===== src/rtl/composite_video_pkg.sv =====
// composite_video_pkg
// Shared types and timing constants for the composite video generator and
// decoder: FSM state, sync classification result, classifier event bundle,
// digitised level encodings and 27 MHz line/sync timing.
package composite_video_pkg;

  typedef enum logic [1:0] {SEARCH, SYNC_LOW, ACTIVE, BLANK} state_t;

  typedef enum logic [2:0] {
    CLS_NONE, CLS_GLITCH, CLS_HSYNC, CLS_VSYNC, CLS_ERROR
  } sync_class_t;

  // Per-cycle view of the (optionally filtered) sync line.
  // cls is only meaningful in the cycle where rise is set.
  typedef struct packed {
    logic        low;
    logic        fall;
    logic        rise;
    sync_class_t cls;
  } sync_evt_t;

  localparam logic [1:0] LEVEL_SYNC  = 2'b00;
  localparam logic [1:0] LEVEL_BLACK = 2'b01;
  localparam logic [1:0] LEVEL_WHITE = 2'b10;

  localparam int HSYNC_CYCLES    = 127;
  localparam int VSYNC_CYCLES    = 1590;
  localparam int LINE_CYCLES     = 1716;
  localparam int LINES_PER_FRAME = 262;

  localparam int         WIDTH_BITS = 11;
  localparam logic [10:0] WIDTH_MAX = 11'h7FF;

  function automatic logic is_sync(input logic [1:0] lvl);
    return lvl == LEVEL_SYNC;
  endfunction

endpackage


===== src/rtl/sync_pulse_classifier.sv =====
// sync_pulse_classifier
// Detects sync-low, its edges, counts the low width and classifies the pulse
// on its first high sample.
// Optional macro COMPOSITE_GLITCH_FILTER_EN: 3-tap majority filter on the
// sync detect, delaying every sync edge by 2 cycles (width preserved).
// Ports:
//   clk, reset_n  clock / async active-low reset
//   level_i [1:0] digitised video level
//   evt           sync level, fall/rise strobes and classification
module sync_pulse_classifier
  import composite_video_pkg::*;
#(
  parameter int HSYNC_MIN = 100,
  parameter int HSYNC_MAX = 200,
  parameter int VSYNC_MIN = 1000
) (
  input  logic       clk,
  input  logic       reset_n,
  input  logic [1:0] level_i,
  output sync_evt_t  evt
);

  logic sync_low, low_q, fall, rise;
  logic [WIDTH_BITS-1:0] width;
  sync_class_t cls;

`ifdef COMPOSITE_GLITCH_FILTER_EN
  // Taps hold registered samples so both edges see the same 2-cycle delay.
  logic [2:0] taps;
  always_ff @(posedge clk or negedge reset_n) begin
    if (!reset_n) taps <= 3'b111;
    else          taps <= {taps[1:0], is_sync(level_i)};
  end
  assign sync_low = (taps[0] & taps[1]) | (taps[0] & taps[2]) | (taps[1] & taps[2]);
`else
  assign sync_low = is_sync(level_i);
`endif

  // low_q resets to "low" so a pulse already in progress at reset release
  // never produces a falling edge; only a fully observed pulse is classified.
  always_ff @(posedge clk or negedge reset_n) begin
    if (!reset_n) begin
      low_q <= 1'b1;
      width <= '0;
    end else begin
      low_q <= sync_low;
      if (sync_low)
        width <= !low_q ? 11'd1 : (width == WIDTH_MAX ? width : width + 11'd1);
    end
  end

  assign fall = sync_low & ~low_q;
  assign rise = ~sync_low & low_q;

  always_comb begin
    cls = CLS_NONE;
    if (rise) begin
      if (width < 11'(HSYNC_MIN))       cls = CLS_GLITCH;
      else if (width <= 11'(HSYNC_MAX)) cls = CLS_HSYNC;
      else if (width >= 11'(VSYNC_MIN)) cls = CLS_VSYNC;
      else                              cls = CLS_ERROR;
    end
  end

  assign evt = '{low: sync_low, fall: fall, rise: rise, cls: cls};

endmodule


===== src/rtl/composite_sync_decoder.sv =====
// composite_sync_decoder
// Composite sync decoder: hsync/vsync pulses, line and pixel counters, pixel
// strobes and lock tracking. Optional macro COMPOSITE_GLITCH_FILTER_EN (see
// sync_pulse_classifier) adds a 2-cycle sync majority filter.
// Ports:
//   clk, reset_n       clock / async active-low reset
//   level_i [1:0]      digitised level (00 sync, 01 black, 1x white)
//   hsync_o, vsync_o   one-cycle sync pulses
//   locked_o           set after two consecutive vsyncs
//   line_o [8:0]       current line, 0..261
//   pixel_x_o [7:0]    index of the pixel being strobed
//   pixel_valid_o      pixel strobe, pixel_o [1:0] its sampled level
module composite_sync_decoder
  import composite_video_pkg::*;
#(
  parameter int HSYNC_MIN    = 100,
  parameter int HSYNC_MAX    = 200,
  parameter int VSYNC_MIN    = 1000,
  parameter int PIXEL_CYCLES = 7,
  parameter int PIXEL_COUNT  = 256,
  parameter int LINE_TIMEOUT = 3432
) (
  input  logic       clk,
  input  logic       reset_n,
  input  logic [1:0] level_i,
  output logic       hsync_o,
  output logic       vsync_o,
  output logic       locked_o,
  output logic [8:0] line_o,
  output logic [7:0] pixel_x_o,
  output logic       pixel_valid_o,
  output logic [1:0] pixel_o
);

  sync_evt_t   evt;
  state_t      state, ret_state;
  logic        vsync_seen, timeout;
  logic [15:0] run, phase;
  logic [8:0]  pix_idx;

  sync_pulse_classifier #(
    .HSYNC_MIN(HSYNC_MIN), .HSYNC_MAX(HSYNC_MAX), .VSYNC_MIN(VSYNC_MIN)
  ) u_cls (
    .clk(clk), .reset_n(reset_n), .level_i(level_i), .evt(evt)
  );

  // run counts samples since the last sync edge, the edge sample being 1.
  assign timeout = !(evt.fall | evt.rise) && run == 16'(LINE_TIMEOUT - 1);

  always_ff @(posedge clk or negedge reset_n) begin
    if (!reset_n) begin
      state         <= SEARCH;
      ret_state     <= SEARCH;
      vsync_seen    <= 1'b0;
      run           <= '0;
      phase         <= '0;
      pix_idx       <= '0;
      hsync_o       <= 1'b0;
      vsync_o       <= 1'b0;
      locked_o      <= 1'b0;
      line_o        <= '0;
      pixel_x_o     <= '0;
      pixel_valid_o <= 1'b0;
      pixel_o       <= '0;
    end else begin
      hsync_o       <= 1'b0;
      vsync_o       <= 1'b0;
      pixel_valid_o <= 1'b0;

      if (evt.fall | evt.rise)          run <= 16'd1;
      else if (run != 16'(LINE_TIMEOUT)) run <= run + 16'd1;

      case (state)
        SEARCH: if (evt.fall) begin
          state     <= SYNC_LOW;
          ret_state <= SEARCH;
        end
        SYNC_LOW: if (evt.rise) begin
          case (evt.cls)
            CLS_GLITCH: state <= ret_state;
            CLS_HSYNC: begin
              hsync_o   <= 1'b1;
              line_o    <= (line_o == 9'(LINES_PER_FRAME - 1)) ? 9'd0 : line_o + 9'd1;
              pixel_x_o <= '0;
              pix_idx   <= '0;
              phase     <= '0;
              state     <= ACTIVE;
            end
            CLS_VSYNC: begin
              vsync_o    <= 1'b1;
              line_o     <= '0;
              locked_o   <= locked_o | vsync_seen;
              vsync_seen <= 1'b1;
              state      <= BLANK;
            end
            default: begin
              locked_o   <= 1'b0;
              vsync_seen <= 1'b0;
              state      <= SEARCH;
            end
          endcase
        end
        ACTIVE: begin
          // A sync abandons the line; a glitch then resumes in BLANK since
          // the pixel phase is lost.
          if (evt.low) begin
            state     <= SYNC_LOW;
            ret_state <= BLANK;
          end else if (phase == 16'(PIXEL_CYCLES - 1)) begin
            phase         <= '0;
            pixel_valid_o <= 1'b1;
            pixel_o       <= level_i;
            pixel_x_o     <= pix_idx[7:0];
            pix_idx       <= pix_idx + 9'd1;
            if (pix_idx == 9'(PIXEL_COUNT - 1)) state <= BLANK;
          end else begin
            phase <= phase + 16'd1;
          end
        end
        BLANK: if (evt.low) begin
          state     <= SYNC_LOW;
          ret_state <= BLANK;
        end
        default: state <= SEARCH;
      endcase

      if (timeout) begin
        locked_o   <= 1'b0;
        vsync_seen <= 1'b0;
        state      <= SEARCH;
      end
    end
  end

endmodule


===== config.mk =====
export PLATFORM = sky130hd
export DESIGN_NAME = composite_sync_decoder
export DESIGN_NICKNAME = d
export VERILOG_FILES = /design/src/rtl/composite_video_pkg.sv /design/src/rtl/sync_pulse_classifier.sv /design/src/rtl/composite_sync_decoder.sv
export SDC_FILE = /design/constraint.sdc
export NUM_CORES = 1
export LEC_CHECK = 0
export ABC_AREA = 0
export ABC_CLOCK_PERIOD_IN_PS = 2600
export CORE_ASPECT_RATIO = 0.6
export CORE_MARGIN = 8
export CORE_UTILIZATION = 55
export CTS_CLUSTER_DIAMETER = 200
export DETAILED_ROUTE_END_ITERATION = 10
export PLACE_DENSITY = 0.75
export SYNTH_ARGS = -nofsm -noshare
export SYNTH_HDL_FRONTEND = slang
export SYNTH_SLANG_ARGS = --single-unit

===== constraint.sdc =====
create_clock -name clk -period 2.6 [get_ports clk]
set_input_delay 0.26 -clock clk [delete_from_list [all_inputs] [get_ports clk]]
set_output_delay 0.26 -clock clk [all_outputs]
set_load 0.005 [all_outputs]

Yosys cells after proc, flatten, opt, wreduce, memory -nomap -nowiden
Index checks and enable logic that the tools add are counted.
{"block": "classes", "n_mux": 54, "n_mul": 0, "n_eq_ne": 25, "n_bitwise": 6, "n_lt_le_gt_ge": 3, "addsub": 5, "n_reduce_logical": 20, "div": 0, "shifts": 0}
{"cell": "16-bit 2-to-1 mux", "n": 6}
{"cell": "9-bit 2-to-1 mux", "n": 5}
{"cell": "9-bit one-hot mux with 2 select lines", "n": 2}
{"cell": "16-bit by 1-bit adder with 16-bit output (second input constant)", "n": 2}
{"cell": "8-bit 2-to-1 mux", "n": 4}
{"cell": "16-bit one-hot mux with 2 select lines", "n": 1}
{"cell": "11-bit 2-to-1 mux", "n": 2}
{"cell": "9-bit by 1-bit adder with 9-bit output (second input constant)", "n": 2}
{"cell": "2-bit 2-to-1 mux", "n": 9}
{"cell": "16-bit by 12-bit == test with 1-bit output (second input constant)", "n": 1}
{"cell": "16-bit by 3-bit == test with 1-bit output (second input constant)", "n": 1}
{"cell": "16-bit by 12-bit inequality test with 1-bit output (second input constant)", "n": 1}
{"cell": "8-bit one-hot mux with 2 select lines", "n": 1}
{"cell": "1-bit 2-to-1 mux", "n": 15}
{"cell": "3-bit 2-to-1 mux", "n": 4}
{"cell": "3-bit AND reduction", "n": 4}
{"cell": "2-bit nonzero test", "n": 6}
{"cell": "11-bit by 1-bit adder with 11-bit output (second input constant)", "n": 1}
{"cell": "11-bit == test (second input constant)", "n": 1}
{"cell": "11-bit by 10-bit >= comparator with 1-bit output (second input constant)", "n": 1}
{"cell": "11-bit by 8-bit <= comparator with 1-bit output (second input constant)", "n": 1}
{"cell": "11-bit by 7-bit less-than comparator with 1-bit output (second input constant)", "n": 1}
{"cell": "5-bit AND reduction", "n": 2}
{"cell": "9-bit by 8-bit == test with 1-bit output (second input constant)", "n": 1}
{"cell": "other kinds (22)", "n": 39}
{"block": "totals", "rom_bits": 0, "output_inout_bits": 23, "mem_count": 0, "regBits": 81, "latchBits": 0, "mem_bits_rw": 0, "in_bits": 4}

Logic depth before layout (Yosys ltp)
{"block": "depth", "word_depth": 11, "ltp_mapped": 10}

Cells and area by module
A second synthesis with hierarchy kept.
{"block": "hier_totals", "cells_unflattened": 518, "hier_area_um2": 4683.2}
{"mod": "composite_sync_decoder", "cells_per_inst": 416, "seq_area_each_um2": 1701.6, "instances": 1, "area_per_inst_um2": 3862.5}
{"mod": "sync_pulse_classifier", "cells_per_inst": 102, "seq_area_each_um2": 301.5, "instances": 1, "area_per_inst_um2": 820.8}

Least setup slack after synthesis
No wires, ideal clock.
{"block": "synth_path", "path_kind": "input port to flip-flop", "startpoint": "in level_i[1]", "endpoint": "reg pix_idx[2]", "cell_stages": 9, "setup_time_ns": 0.078, "path_buffers": 3, "path_slack_ns": 0.170, "required_time_ns": 2.522, "arrival_time_ns": 2.352, "cell_sequence": "or2_2 > clkbuf_1 > ha_1 > o311ai_4 > o32a_4 > buf_6 > buf_6 > or4_1 > a21oi_1"}
{"block": "synth_between", "elab_chain_cells": 7}
{"item": "from (decl)", "line": "composite_sync_decoder.sv:25", "rtl": "input logic [1:0] level_i,"}
{"item": "2-bit zero test (*)", "line": "composite_video_pkg.sv:35", "rtl": "return lvl == LEVEL_SYNC;"}
{"item": "1-bit inverter (no line)"}
{"item": "1-bit AND", "line": "sync_pulse_classifier.sv:53", "rtl": "assign rise = ~sync_low & low_q;"}
{"item": "3-bit 2-to-1 mux", "line": "sync_pulse_classifier.sv:57", "rtl": "if (rise) begin"}
{"item": "3-bit by 2-bit == test with 1-bit output", "line": "composite_sync_decoder.sv:79", "rtl": "case (evt.cls)"}
{"item": "2-bit inequality test (no line)"}
{"item": "5-bit AND reduction (no line) (*)"}
{"item": "to (signal assigned)", "line": "composite_sync_decoder.sv:114", "rtl": "pix_idx <= pix_idx + 9'd1;"}
{"item": "to (decl)", "line": "composite_sync_decoder.sv:39", "rtl": "logic [8:0] pix_idx;"}
Mark *: on every way between the ends. The rest lies on a longest branch, timed or not.
A chain may end at the register's enable or synchronous reset.

Final worst setup path
{"block": "layout_path", "startpoint": "reg u_cls.low_q", "endpoint": "reg phase[6]"}
{"block": "layout_between", "elab_chain_cells": 5}
{"item": "from (decl)", "line": "sync_pulse_classifier.sv:23", "rtl": "logic sync_low, low_q, fall, rise;"}
{"item": "from (signal assigned)", "line": "sync_pulse_classifier.sv:46", "rtl": "low_q <= sync_low;"}
{"item": "1-bit AND (*)", "line": "sync_pulse_classifier.sv:53"}
{"item": "3-bit 2-to-1 mux", "line": "sync_pulse_classifier.sv:57"}
{"item": "3-bit by 2-bit == test with 1-bit output", "line": "composite_sync_decoder.sv:79"}
{"item": "2-bit inequality test (no line)"}
{"item": "4-bit AND reduction (no line) (*)"}
{"item": "to (signal assigned)", "line": "composite_sync_decoder.sv:117", "rtl": "phase <= phase + 16'd1;"}
{"item": "to (decl)", "line": "composite_sync_decoder.sv:38", "rtl": "logic [15:0] run, phase;"}
Marked as above.

==> key figures <==
Run status
  • Outcome: complete, no violations

CTS
  • TritonCTS clock tree: done
  • Clock sinks: 80
  • CTS buffer count: 9
  • Clock buffer depth: 2
  • Clock transition at path regs: ~0.060 ns
  • Clk root buf: clkbuf_16
  • Clock latency on the worst-skew pair: around 0.34 ns
  • Setup Buffers After CTS: 0
  • H-tree levels: 3

Pwr
  • Internal: around 2.7 mW
  • Total chip power: ~3.9 mW
  • Sequential share of power: 43.1%
  • Combinational power share: between 20% and 30%
  • Psw: roughly 1.2 mW
  • P_leak: 2.27 nW
  • Sw Ratio: 30.7%
  • Peak VDD IR: 376 uV
  • Pwr/cell area: about 730 nW/um^2
  • Clock power share: 35.9%

Finish
  • Layout cell share with drive strength beyond 1: 9.79%
  • # nets final: around 540
  • Final core utilization: between 60% and 70%
  • P&R area growth vs syn: 16.6%
  • Diodes inserted: 0

Setup path
  • Crit path from: u_cls.low_q
  • Critical path, cell by cell: ha_1, o311ai_4, o32a_4, or3_1, o41ai_1
  • CP Capture Type: register
  • Crit path buf inv count: 0
  • Worst R2R End: phase[6]
  • Worst r2r src: u_cls.low_q
  • Worst Path Arrival: between 2 and 3 ns
  • CP max FO: 9
  • Slowest cell on the critical path: dfstp_2
  • FF-to-FF path depth: 5
  • Crit path required time: around 2.8 ns
  • CP delay by family, top: compound AO/OA/AOI/OAI gates
  • Reg2Reg Setup Slack: roughly 0.27 ns
  • Worst setup path endpoint: phase[6]
  • Startpoint Class: register
  • Crit path kind: reg2reg
  • Levels on crit path: 5
  • Crit-path max cell delay: 0.61 ns

Timing
  • Max-slew violations: 0
  • Fin Hold WS: between 0.07 and 0.08 ns
  • Final Hold Vio Count: 0
  • Fmax: about 430 MHz
  • Min Tclk post-route: between 2 and 2.5 ns
  • Endpoints failing setup: 0
  • Period utilization: 89.7%
  • Headroom to the max-slew limit: around a third
  • Worst-margin pin slew: roughly 1.0 ns
  • Clock skew: between 0.005 and 0.006 ns
  • Unrepaired setup endpoints after global routing: no

Floorplan
  • Initial Util: roughly 57%
  • Die Y: between 80 and 90 um
  • Core area: roughly 8000 um^2
  • Std-Cell Rows: 25
  • Die area: approximately 12000 um^2
  • Die width: around 130 um
  • # IOs: 27

Route
  • Via density: 6.30
  • DRC: 0
  • DR iter-0 viols: 361
  • First-pass DRT Iterations: 6
  • Vias post-DR: ~4000
  • Detailed Route WL: between 10 and 15 mm
  • ANT nets after route: 0
  • Wirelength per Cell: 17.6 um

Yosys
  • FFs w/ async S/R, synth: between 90% and 100%
  • Mean Syn Cell Area: around 9.5 um^2
  • Sequential share of the synthesized area: 43.8%
  • Proportion of synthesized area in mux cells: between 1.5 and 2%
  • Yosys warns: 0
  • Synthesized instance count: a little under 500
  • Post-synthesis adder-cell area fraction: between 4 and 5%
  • Largest family of logic cells by synthesized area: simple AND/OR/NAND/NOR gates
  • Seq cells post-synth: 80
  • Synth Area in XOR/XNOR: 2.30%
  • Synth Area in Compound Gates: around a fifth
  • Synth Net Count: between 500 and 600
  • Simple-Gate Fraction of Synth Area: between 20 and 25%
  • Top_reg_cell synth: dfrtp_1
  • Count of cell types in the netlist: 60
  • Post-synth EDFFs: 0
  • Mapped Area: 4580 um^2

Global routing
  • M3 GR Usage: about 5.7%
  • Largest net degree at the start of global routing: 81
  • Number of global-route vias before repair: 3685
  • Grt ovf: 0
  • Global-route met1 utilization: between 20% and 30%
  • Gr busiest metal: met1
  • First-pass GRT wire length: approximately 19 mm
  • Met2 GRT Util: between 20% and 30%
  • Gr usage total: 20.0%
  • Initial antenna violation count: 0

Run
  • Max cap viols: 0

Placement
  • Gp weighted congestion: around 0.85
  • Port Buf Inserts: 26
  • Dpl hpwl: about 7.7 mm

Hold path
  • Hold Path Class: in2async
==> worst reg2reg max path: cells and delay by family, from the launching register on <==
kind	cells	cell delay, ns
compound gates	3	0.83
flops	1	0.61
simple gates	1	0.52
fa+ha+maj	1	0.25
==> area by class of cell <==
cell class,count,area (um^2)
fillers,659,2640
multi-input cells,358,2360
flip-flops and latches,80,2000
repair buffers,48,435
clock buffers,12,256
well taps,108,135
clock inverters,4,76.3
inverters,19,71.3
==> cell families after synthesis <==
| group | after synthesis |
|---|---|
| and+or+nand+nor | 179 |
| adders and majority gates | 16 |
| muxes | 7 |
| xor gates and xnor gates | 12 |
| AOI/OAI and AO/OA | 144 |
| DFF | 80 |
| buffers and inverters | 45 |
==> stage by stage <==
stage | std cells | worst slack, ns | cell area (um^2) | setup TNS [ns]
2_1_floorplan | 483 | 0.170 | 4580 | 0
3_3_place_gp | 613 | 0.108 | 5000 | 0
3_5_place_dp | 613 | -0.00494 | 5000 | -0.00494
4_1_cts | 629 | 0.240 | 5340 | 0
5_1_grt | 629 | 0.144 | 5340 | 0
6_report | 629 | 0.268 | 5340 | 0
==> worst min-delay path by stage <==
stage | end | cells after the start
after global placement | u_cls.width[9] | 1
after floorplan | hsync_o | 0
after CTS | run[9] | 1
after global routing | run[12] | 1
final | run[9] | 1
after detailed placement | run[9] | 1
==> synth_stat cells (4+ instances only) <==
master	instances	area [um^2]
a21boi_0	5	37.5
a21oi_1	25	125
a31oi_1	6	37.5
a41oi_1	4	35.0
and2_1	16	100
and3_1	16	100
buf_2	4	20.0
buf_6	4	45.0
clkbuf_1	14	52.6
dfrtp_1	79	1980
ha_1	16	200
inv_1	19	71.3
mux2i_1	5	50.1
nand2_1	30	113
nand2b_1	6	37.5
nand3_1	21	105
nand4_1	16	100
nor2_1	23	86.3
nor3_1	7	35.0
o21ai_0	42	210
o2bb2ai_1	5	43.8
o31ai_1	28	210
or3_1	8	50.1
or4_1	13	97.6
xnor2_1	6	52.6
xor2_1	6	52.6
==> metal layers <==
| metal | wire length [um] | up-vias |
|---|---|---|
| li1 | - | 1878 |
| met1 | 5560 | 1921 |
| met2 | 4530 | 157 |
| met3 | 887 | 8 |
| met4 | 100 | 0 |
| met5 | 0 | - |
==> layout by cell type, fill, tap and decap left out, drive strengths merged, types with 3 or more instances in the layout <==
| cell type | netlist | final |
|---|---|---|
| dfrtp | 79 | 79 |
| o21ai | 43 | 43 |
| nand2 | 31 | 31 |
| o31ai | 28 | 28 |
| a21oi | 25 | 25 |
| clkdlybuf4s50 | 0 | 25 |
| nor2 | 23 | 23 |
| buf | 11 | 23 |
| nand3 | 21 | 21 |
| inv | 19 | 19 |
| nand4 | 16 | 16 |
| and3 | 16 | 16 |
| and2 | 16 | 16 |
| ha | 16 | 16 |
| or4 | 13 | 13 |
| clkbuf | 15 | 12 |
| or3 | 8 | 8 |
| nor3 | 7 | 7 |
| a31oi | 6 | 6 |
| xnor2 | 6 | 6 |
| nand2b | 6 | 6 |
| xor2 | 6 | 6 |
| o2bb2ai | 5 | 5 |
| mux2i | 5 | 5 |
| a21boi | 5 | 5 |
| a41oi | 4 | 4 |
| or2 | 3 | 3 |
| nor4 | 3 | 3 |
| and4 | 3 | 3 |
| nand4b | 3 | 3 |
| o22ai | 3 | 3 |
| o211ai | 3 | 3 |
| o21a | 3 | 3 |
| a211oi | 3 | 3 |
| nor4b | 3 | 3 |
==> state kept, by name, indices dropped and copies added (netlist names) <==
register	cells
run	16
pixel_o	2
phase	16
locked_o	1
hsync_o	1
vsync_o	1
pixel_x_o	8
state	2
vsync_seen	1
u_cls.low_q	1
u_cls.width	11
pixel_valid_o	1
pix_idx	9
ret_state	1
line_o	9
==> power by group through the flow <==
stage	combinational, mW	sequential [mW]	clock [mW]
after detailed placement	0.803	1.68	0
after global routing	0.910	1.70	1.46
after global placement	0.765	1.67	0
after floorplan	0.550	1.59	0
after CTS	0.815	1.66	1.42
final	0.815	1.67	1.39
==> what timing repair did <==
action	in CTS	in global routing
hold buffers	0	0
endpoints found under the setup margin	0	5
resized for setup	0	1
(Power assumes the default switching activity.)
